`config.mk`:
```
export PLATFORM = sky130hd
export DESIGN_NAME = vga_timing_gen
export DESIGN_NICKNAME = d
export VERILOG_FILES = /design/src/rtl/vga_pkg.sv /design/src/rtl/vga_timing_gen_pixel_tick_div.sv /design/src/rtl/vga_timing_gen.sv
export SDC_FILE = /design/constraint.sdc
export NUM_CORES = 1
export LEC_CHECK = 0
export CORE_MARGIN = 2
export CORE_UTILIZATION = 45
export DETAILED_ROUTE_END_ITERATION = 16
export PLACE_DENSITY = 0.65
export SLEW_MARGIN = 20
export SYNTH_ARGS = -nofsm -noshare
export SYNTH_HDL_FRONTEND = slang
export SYNTH_SLANG_ARGS = --single-unit
```
`constraint.sdc`:
```
create_clock -name clk -period 3.5 [get_ports clk]
set_clock_uncertainty 0.2 [all_clocks]
set_input_delay 0.7 -clock clk [delete_from_list [all_inputs] [get_ports clk]]
set_output_delay 0.7 -clock clk [all_outputs]
set_load 0.01 [all_outputs]
```
`src/rtl/vga_pkg.sv`:
```
// vga_pkg
//   Shared 640x480@60 raster constants for the VGA timing generator and the
//   game pixel generator downstream of it.
//   Contents:
//     - visible/porch/sync sizes and the derived line/frame totals
//     - sync window bounds (first count inside the pulse, first count after)
//     - default sync polarity and pixel divider
//     - counter type, registered control bundle and a window-decode helper
package vga_pkg;

    localparam int unsigned H_DISP  = 640;
    localparam int unsigned H_FP    = 16;
    localparam int unsigned H_SYNC  = 96;
    localparam int unsigned H_BP    = 48;
    localparam int unsigned H_TOTAL = H_DISP + H_FP + H_SYNC + H_BP;

    localparam int unsigned V_DISP  = 480;
    localparam int unsigned V_FP    = 10;
    localparam int unsigned V_SYNC  = 2;
    localparam int unsigned V_BP    = 33;
    localparam int unsigned V_TOTAL = V_DISP + V_FP + V_SYNC + V_BP;

    // Sync pulses occupy [START, END) in counter space.
    localparam int unsigned HS_START = H_DISP + H_FP;
    localparam int unsigned HS_END   = HS_START + H_SYNC;
    localparam int unsigned VS_START = V_DISP + V_FP;
    localparam int unsigned VS_END   = VS_START + V_SYNC;

    // 0 = active-low sync pulses (standard for 640x480@60).
    localparam bit          SYNC_POL = 1'b0;
    localparam int unsigned CLK_DIV  = 4;

    localparam int unsigned CNT_W   = 10;
    localparam int unsigned CNT_MAX = 1 << CNT_W;

    typedef logic [CNT_W-1:0] cnt_t;

    // Everything decoded from the next-state counters and registered with them.
    typedef struct packed {
        logic hsync;
        logic vsync;
        logic valid;
        logic frame_start;
        logic line_start;
    } vga_ctl_t;

    function automatic logic in_window(input int unsigned pos,
                                       input int unsigned lo,
                                       input int unsigned hi);
        return (pos >= lo) && (pos < hi);
    endfunction

endpackage

```
`src/rtl/vga_timing_gen_pixel_tick_div.sv`:
```
// pixel_tick_div
//   Divides the system clock down to the pixel rate. The divider counts
//   0..CLK_DIV-1 and wraps; tick is high while it sits at its last value, so
//   the consumer sees one tick every CLK_DIV clocks. With CLK_DIV = 1 the
//   divider is a single bit that never leaves 0 and tick is always high.
//   Ports:
//     clk    in   system clock
//     rst_n  in   asynchronous active-low reset (divider -> 0)
//     tick   out  pixel-rate tick, decoded from the divider register
module pixel_tick_div #(
    parameter int unsigned CLK_DIV = 4
) (
    input  logic clk,
    input  logic rst_n,
    output logic tick
);

    if (CLK_DIV < 1 || CLK_DIV > 16) begin : g_bad_div
        $error("pixel_tick_div: CLK_DIV must be in 1..16");
    end

    localparam int unsigned       DIV_W   = (CLK_DIV > 1) ? $clog2(CLK_DIV) : 1;
    localparam logic [DIV_W-1:0]  DIV_MAX = DIV_W'(CLK_DIV - 1);

    logic [DIV_W-1:0] div_q;
    logic [DIV_W-1:0] div_d;

    assign tick = (div_q == DIV_MAX);

    always_comb begin
        div_d = div_q + 1'b1;
        if (tick) begin
            div_d = '0;
        end
    end

    always_ff @(posedge clk or negedge rst_n) begin
        if (!rst_n) begin
            div_q <= '0;
        end else begin
            div_q <= div_d;
        end
    end

endmodule

```
`src/rtl/vga_timing_gen.sv`:
```
// vga_timing_gen
//   VGA raster timing from the 100 MHz system clock. A divide-by-CLK_DIV tick
//   advances the horizontal/vertical counters; sync, valid and the start
//   pulses are decoded from the next-state counts and registered on the same
//   edge, so every output lines up with h_cnt/v_cnt and nothing is
//   combinational from an input.
//   Ports:
//     clk          in   system clock
//     rst_n        in   asynchronous active-low reset
//     pclk_en      out  one-clk pulse in the cycle the counters hold a new pixel
//     h_cnt        out  horizontal position 0..H_TOTAL-1
//     v_cnt        out  vertical position 0..V_TOTAL-1
//     hsync        out  horizontal sync, active level SYNC_POL
//     vsync        out  vertical sync, active level SYNC_POL
//     valid        out  inside the visible area
//     frame_start  out  pulse with pclk_en when the counters become (0,0)
//     line_start   out  pulse with pclk_en when h_cnt becomes 0
module vga_timing_gen #(
    parameter int unsigned H_DISP   = vga_pkg::H_DISP,
    parameter int unsigned H_FP     = vga_pkg::H_FP,
    parameter int unsigned H_SYNC   = vga_pkg::H_SYNC,
    parameter int unsigned H_BP     = vga_pkg::H_BP,
    parameter int unsigned V_DISP   = vga_pkg::V_DISP,
    parameter int unsigned V_FP     = vga_pkg::V_FP,
    parameter int unsigned V_SYNC   = vga_pkg::V_SYNC,
    parameter int unsigned V_BP     = vga_pkg::V_BP,
    parameter int unsigned CLK_DIV  = vga_pkg::CLK_DIV,
    parameter bit          SYNC_POL = vga_pkg::SYNC_POL
) (
    input  logic       clk,
    input  logic       rst_n,
    output logic       pclk_en,
    output logic [9:0] h_cnt,
    output logic [9:0] v_cnt,
    output logic       hsync,
    output logic       vsync,
    output logic       valid,
    output logic       frame_start,
    output logic       line_start
);

    import vga_pkg::*;

    localparam int unsigned H_TOT    = H_DISP + H_FP + H_SYNC + H_BP;
    localparam int unsigned V_TOT    = V_DISP + V_FP + V_SYNC + V_BP;
    localparam int unsigned HS_FIRST = H_DISP + H_FP;
    localparam int unsigned HS_AFTER = HS_FIRST + H_SYNC;
    localparam int unsigned VS_FIRST = V_DISP + V_FP;
    localparam int unsigned VS_AFTER = VS_FIRST + V_SYNC;

    if (H_TOT > CNT_MAX || V_TOT > CNT_MAX) begin : g_bad_totals
        $error("vga_timing_gen: H_TOTAL and V_TOTAL must fit the 10-bit counters");
    end

    localparam cnt_t H_LAST    = cnt_t'(H_TOT - 1);
    localparam cnt_t V_LAST    = cnt_t'(V_TOT - 1);
    localparam logic SYNC_ACT  = SYNC_POL;
    localparam logic SYNC_IDLE = ~SYNC_POL;

    logic     tick;
    cnt_t     h_q, h_d;
    cnt_t     v_q, v_d;
    logic     pclk_en_q;
    vga_ctl_t ctl_q, ctl_d;

    pixel_tick_div #(
        .CLK_DIV (CLK_DIV)
    ) u_tick_div (
        .clk   (clk),
        .rst_n (rst_n),
        .tick  (tick)
    );

    // Counters start at the last position of a frame so the very first tick
    // lands on (0,0) and produces a clean frame_start.
    always_comb begin
        h_d = h_q;
        v_d = v_q;
        if (tick) begin
            if (h_q == H_LAST) begin
                h_d = '0;
                if (v_q == V_LAST) begin
                    v_d = '0;
                end else begin
                    v_d = v_q + 1'b1;
                end
            end else begin
                h_d = h_q + 1'b1;
            end
        end
    end

    // Decoding the next-state counts keeps the registered controls aligned
    // with the registered counters. Between ticks h_d/v_d equal the current
    // counts, so the levels hold and the pulses drop to 0. vsync only moves
    // when v_d moves, which is the edge on which h wraps to 0.
    always_comb begin
        ctl_d.hsync       = in_window(32'(h_d), HS_FIRST, HS_AFTER) ? SYNC_ACT : SYNC_IDLE;
        ctl_d.vsync       = in_window(32'(v_d), VS_FIRST, VS_AFTER) ? SYNC_ACT : SYNC_IDLE;
        ctl_d.valid       = (32'(h_d) < H_DISP) && (32'(v_d) < V_DISP);
        ctl_d.line_start  = tick && (h_d == '0);
        ctl_d.frame_start = tick && (h_d == '0) && (v_d == '0);
    end

    always_ff @(posedge clk or negedge rst_n) begin
        if (!rst_n) begin
            h_q               <= H_LAST;
            v_q               <= V_LAST;
            pclk_en_q         <= 1'b0;
            ctl_q.hsync       <= SYNC_IDLE;
            ctl_q.vsync       <= SYNC_IDLE;
            ctl_q.valid       <= 1'b0;
            ctl_q.frame_start <= 1'b0;
            ctl_q.line_start  <= 1'b0;
        end else begin
            h_q       <= h_d;
            v_q       <= v_d;
            pclk_en_q <= tick;
            ctl_q     <= ctl_d;
        end
    end

    assign pclk_en     = pclk_en_q;
    assign h_cnt       = h_q;
    assign v_cnt       = v_q;
    assign hsync       = ctl_q.hsync;
    assign vsync       = ctl_q.vsync;
    assign valid       = ctl_q.valid;
    assign frame_start = ctl_q.frame_start;
    assign line_start  = ctl_q.line_start;

endmodule

```
* Word level (Yosys, flattened, before mapping)
Cells that the tools add are included.
Cells by class: reduce and logical (&&, ||, !) cells 7, eq/ne operators 3, add/subtract/negate cells 3, multiplexer cells 8, magnitude comparators 6
Operator list (number):
- $mux W10 | 5
- $add A10 B1 Y10 const B | 2
- $eq A10 B10 Y1 const B | 2
- $logic_not A10 Y1 | 2
- $lt A10 B10 Y1 const B | 2
- $lt A10 B9 Y1 const B | 2
- $ge A10 B10 Y1 const B | 1
- $ge A10 B9 Y1 const B | 1
- $logic_and A1 B1 Y1 | 5
- $add A2 B1 Y2 const B | 1
- $eq A2 B2 Y1 const B | 1
- $mux W1 | 2
- $mux W2 | 1
Word-level totals: register bits after elaboration 28, logic and storage cells 36

* Logic depth before layout (Yosys ltp)
depth in word-level cells 7, gate-level depth with buffers 9, mapped depth without buffers 8

* By module
A second synthesis with hierarchy kept.
Second synthesis, totals: cell total of the unflattened synthesis 165, area total of the unflattened synthesis 1561.5 µm²
By module, submodules not included:
- vga_timing_gen | instances 1, seq. area each 665.6 µm², area each 1495.2 µm², cells an instance 161
- pixel_tick_div | instances 1, seq. area each 50.0 µm², area each 66.3 µm², cells an instance 4

* Least setup slack after synthesis
Ideal clock, no wire load.
path kind flip-flop to flip-flop, start register h_q[0] (netlist: h_cnt[0]), end register, netlist name frame_start, clock period less this slack 2640 ps, stages on the path, launching flop included 9, buffers on the path 1, setup slack 860 ps, data arrival time 2329 ps, cell sequence dfstp_2 > ha_1 > nand3_2 > or4_4 > buf_6 > o41ai_2 > o211a_1 > o22ai_1 > a2111oi_2
RTL lines:
- from (decl) | RTL line vga_timing_gen.sv:61 | cnt_t h_q, h_d;
- from (signal assigned) | RTL line vga_timing_gen.sv:107 | h_q <= H_LAST;
- from (signal assigned) | RTL line vga_timing_gen.sv:116 | h_q <= h_d;

==> reports/qor.yml <==
status: "completed"
clockPowerShare: 0.346
cts_made_buffers: 3
rsz0062_at_grt: "false"
syn_area_sq_um: 1722
r2r_slack_ns: 0.67
drc: 0
wl_per_cell_um: 14.76
drt_first_pass_iters: 4
synth_cell_types: 53
holdCritStartpoint: "u_tick_div.div_q[0]"
final_hold_viol_count: 0
async_reset_ff_frac: 1.000
wl_met2_um: 1821
switching_share: 0.1974
timing_max_transition_violations_final: 0
core_area_sq_um: 3661
r2r-end: "frame_start"
finalPower_uw: 507.3
grt_pass1_wl_um: 6520
fillers: 335
fin_nets: 206
setup_viol: 0
drive_above_1_share: 0.1407
peakVddDrop_uv: 125.8
synth_edf_count: 0
wirelength_um: 3645
fin_util: 0.5506
grt_max_degree: 29
dpl.hpwl_um: 2655
insertion_delay_ns: 0.27
cts.sinks: 28
multi_input_area_sq_um: 890.9
crit_start: "h_cnt[1]"
htree_levels: 1
crit_type: "flip-flop to flip-flop"
ios: 28
die_y_um: 65.86
grt_pass1_vias: 1404
wl_met3_um: 163
start_util: 0.4703
cp_data_arrival_time_ns: 2.79
final_cell_mix: "clkdlybuf4s50_1, nor2_1, nand2_1"
cellPowerDensity_nw_per_um2: 251.7
p_int_uw: 407.2
p_leak_uw: 0.0007280
reg2reg_from: "h_cnt[1]"
cts_tree: "yes"
ys_ff_latch: 28
clock-root-buffer: "clkbuf_8"
ys.flop_type: "dfrtp_1"
portBuffers: 27
antenna_cells: 0
cp.required_ns: 3.47
wl_met1_um: 1612
max_freq_mhz: 353.7
reg2reg_depth: 7
die_w_um: 65.86
track_usage: 0.1912
layout_commonest_cell: "clkdlybuf4s50_1"
cts_hold_buf: 0
seq_power_share: 0.639
cp-end-kind: "flip-flop"
path_clk_slew_ns: 0.09
num_rows: 22
regArea_sq_um: 715.7
postCtsSetupBuffers: 0
worstSetupStartpointType: "flip-flop"
finalSetupTns_ns: 0
cp_max_fo: 11
cts_buffer_depth: 2
worst_pin_slew_ns: 0.6097
areaGrowthSynthToFinish_pct: 17.08
hold_class: "flip-flop to flip-flop"
relSlewSlack: 0.5898
postRouteAntennaNets: 0
maxCapViolCount: 0
die-area_sq_um: 4337
antenna_found_initial: 0
cts_resized: 0
holdPathEnd: "u_tick_div.div_q[0]"
hold_depth: 1
period_share: 0.8077
synth_nets: 185
top_layer: "met4"
drt_iter0_drc: 116
ys_seq_area_frac: 0.4157
grt_overflow: 0
ys_warn_count: 0
synth_cells: 179
switching_power_uw: 100.2
combPwrFrac: 0.015
fin_crit_ns: 2.827
avgViaCountPerCell: 5.850
place_congestion: 0.8905
avgSynthCellArea_sq_um: 9.618
via_count: 1445
-- state kept, by name (all words and copies together), names as in the netlist --
name              count
valid                 1
u_tick_div.div_q      2
frame_start           1
vsync                 1
line_start            1
pclk_en               1
h_cnt                10
v_cnt                10
hsync                 1
-- per-stage QoR --
step | instance area, sq um | cells | worst slack [ns] | hold WS (ns)
after floorplan | 1722 | 179 | 0.8595 | 0.2031
after global placement | 1971 | 243 | 0.8023 | 0.2119
after detailed placement | 1971 | 243 | 0.6872 | 0.2237
after CTS | 2016 | 247 | 0.6735 | 0.2377
after global routing | 2016 | 247 | 0.5391 | 0.2577
final | 2016 | 247 | 0.6731 | 0.2373
-- cells by family after synthesis --
family / after synthesis / share of synthesized area
compound gates: 34 / 0.1439
buf+inv: 18 / 0.06685
flops: 28 / 0.4157
simple gates: 81 / 0.2718
fa+ha+maj: 4 / 0.02907
xor+xnor: 12 / 0.06105
mux: 2 / 0.01163
-- final cells by class --
| class | count | area share |
|---|---|---|
| multi-input cells | 133 | 0.4420 |
| well taps | 48 | 0.02980 |
| inverters | 5 | 0.009311 |
| repair buffers | 29 | 0.1415 |
| clock buffers | 4 | 0.02235 |
| flip-flops and latches | 28 | 0.3551 |
-- power groups by stage --
stage	clock network, uW	logic (uW)	registers [uW]
6_report	176	7.78	324
5_1_grt	200	9.31	324
3_3_place_gp	0	8.06	330
2_1_floorplan	0	0.000323	330
4_1_cts	186	8.41	324
3_5_place_dp	0	8.44	330
-- layer usage --
metal | GRT usage | up-vias
met5 | 0 | -
met4 | 0.07552 | 0
met3 | 0.03066 | 6
met2 | 0.3093 | 47
met1 | 0.2555 | 705
li1 | - | 687
-- critical path: stages (launching register included) --
cell and delay (ns):
dfstp_2 0.59, ha_1 0.28, nand3_2 0.14, or4_4 0.63, nor2_1 0.30, and3_1 0.20
o21ai_0 0.09, a2111oi_2 0.29
-- synthesized netlist by cell type (2+ instances only) --
library cell  count  area, sq um
nand3_1           8        40.04
nor2_1           19        71.32
nand2_1          17        63.81
buf_2             4        20.02
and4_1            2        17.52
inv_1             5        18.77
xnor2_1           8        70.07
dfstp_2          12        315.3
o21ai_0           8        40.04
xor2_1            4        35.03
mux2i_1           2        20.02
and3_1            3        18.77
nor4_1            2        12.51
a21oi_1           7        35.03
nor3_1            5        25.02
buf_6             4        45.04
nand2b_1          2        12.51
o31ai_1           3        22.52
nand4_1           7        43.79
ha_1              4        50.05
a21o_1            2        15.01
dfrtp_1          16        400.4
or4_4             3        33.78
buf_4             3        22.52
-- worst max-delay path by stage --
stage	end	slack, ns
final	frame_start	0.67
after global routing	frame_start	0.54
after CTS	frame_start	0.67
after detailed placement	frame_start	0.69
after global placement	frame_start	0.80
after floorplan	frame_start	0.86
(Power assumes the default switching activity.)
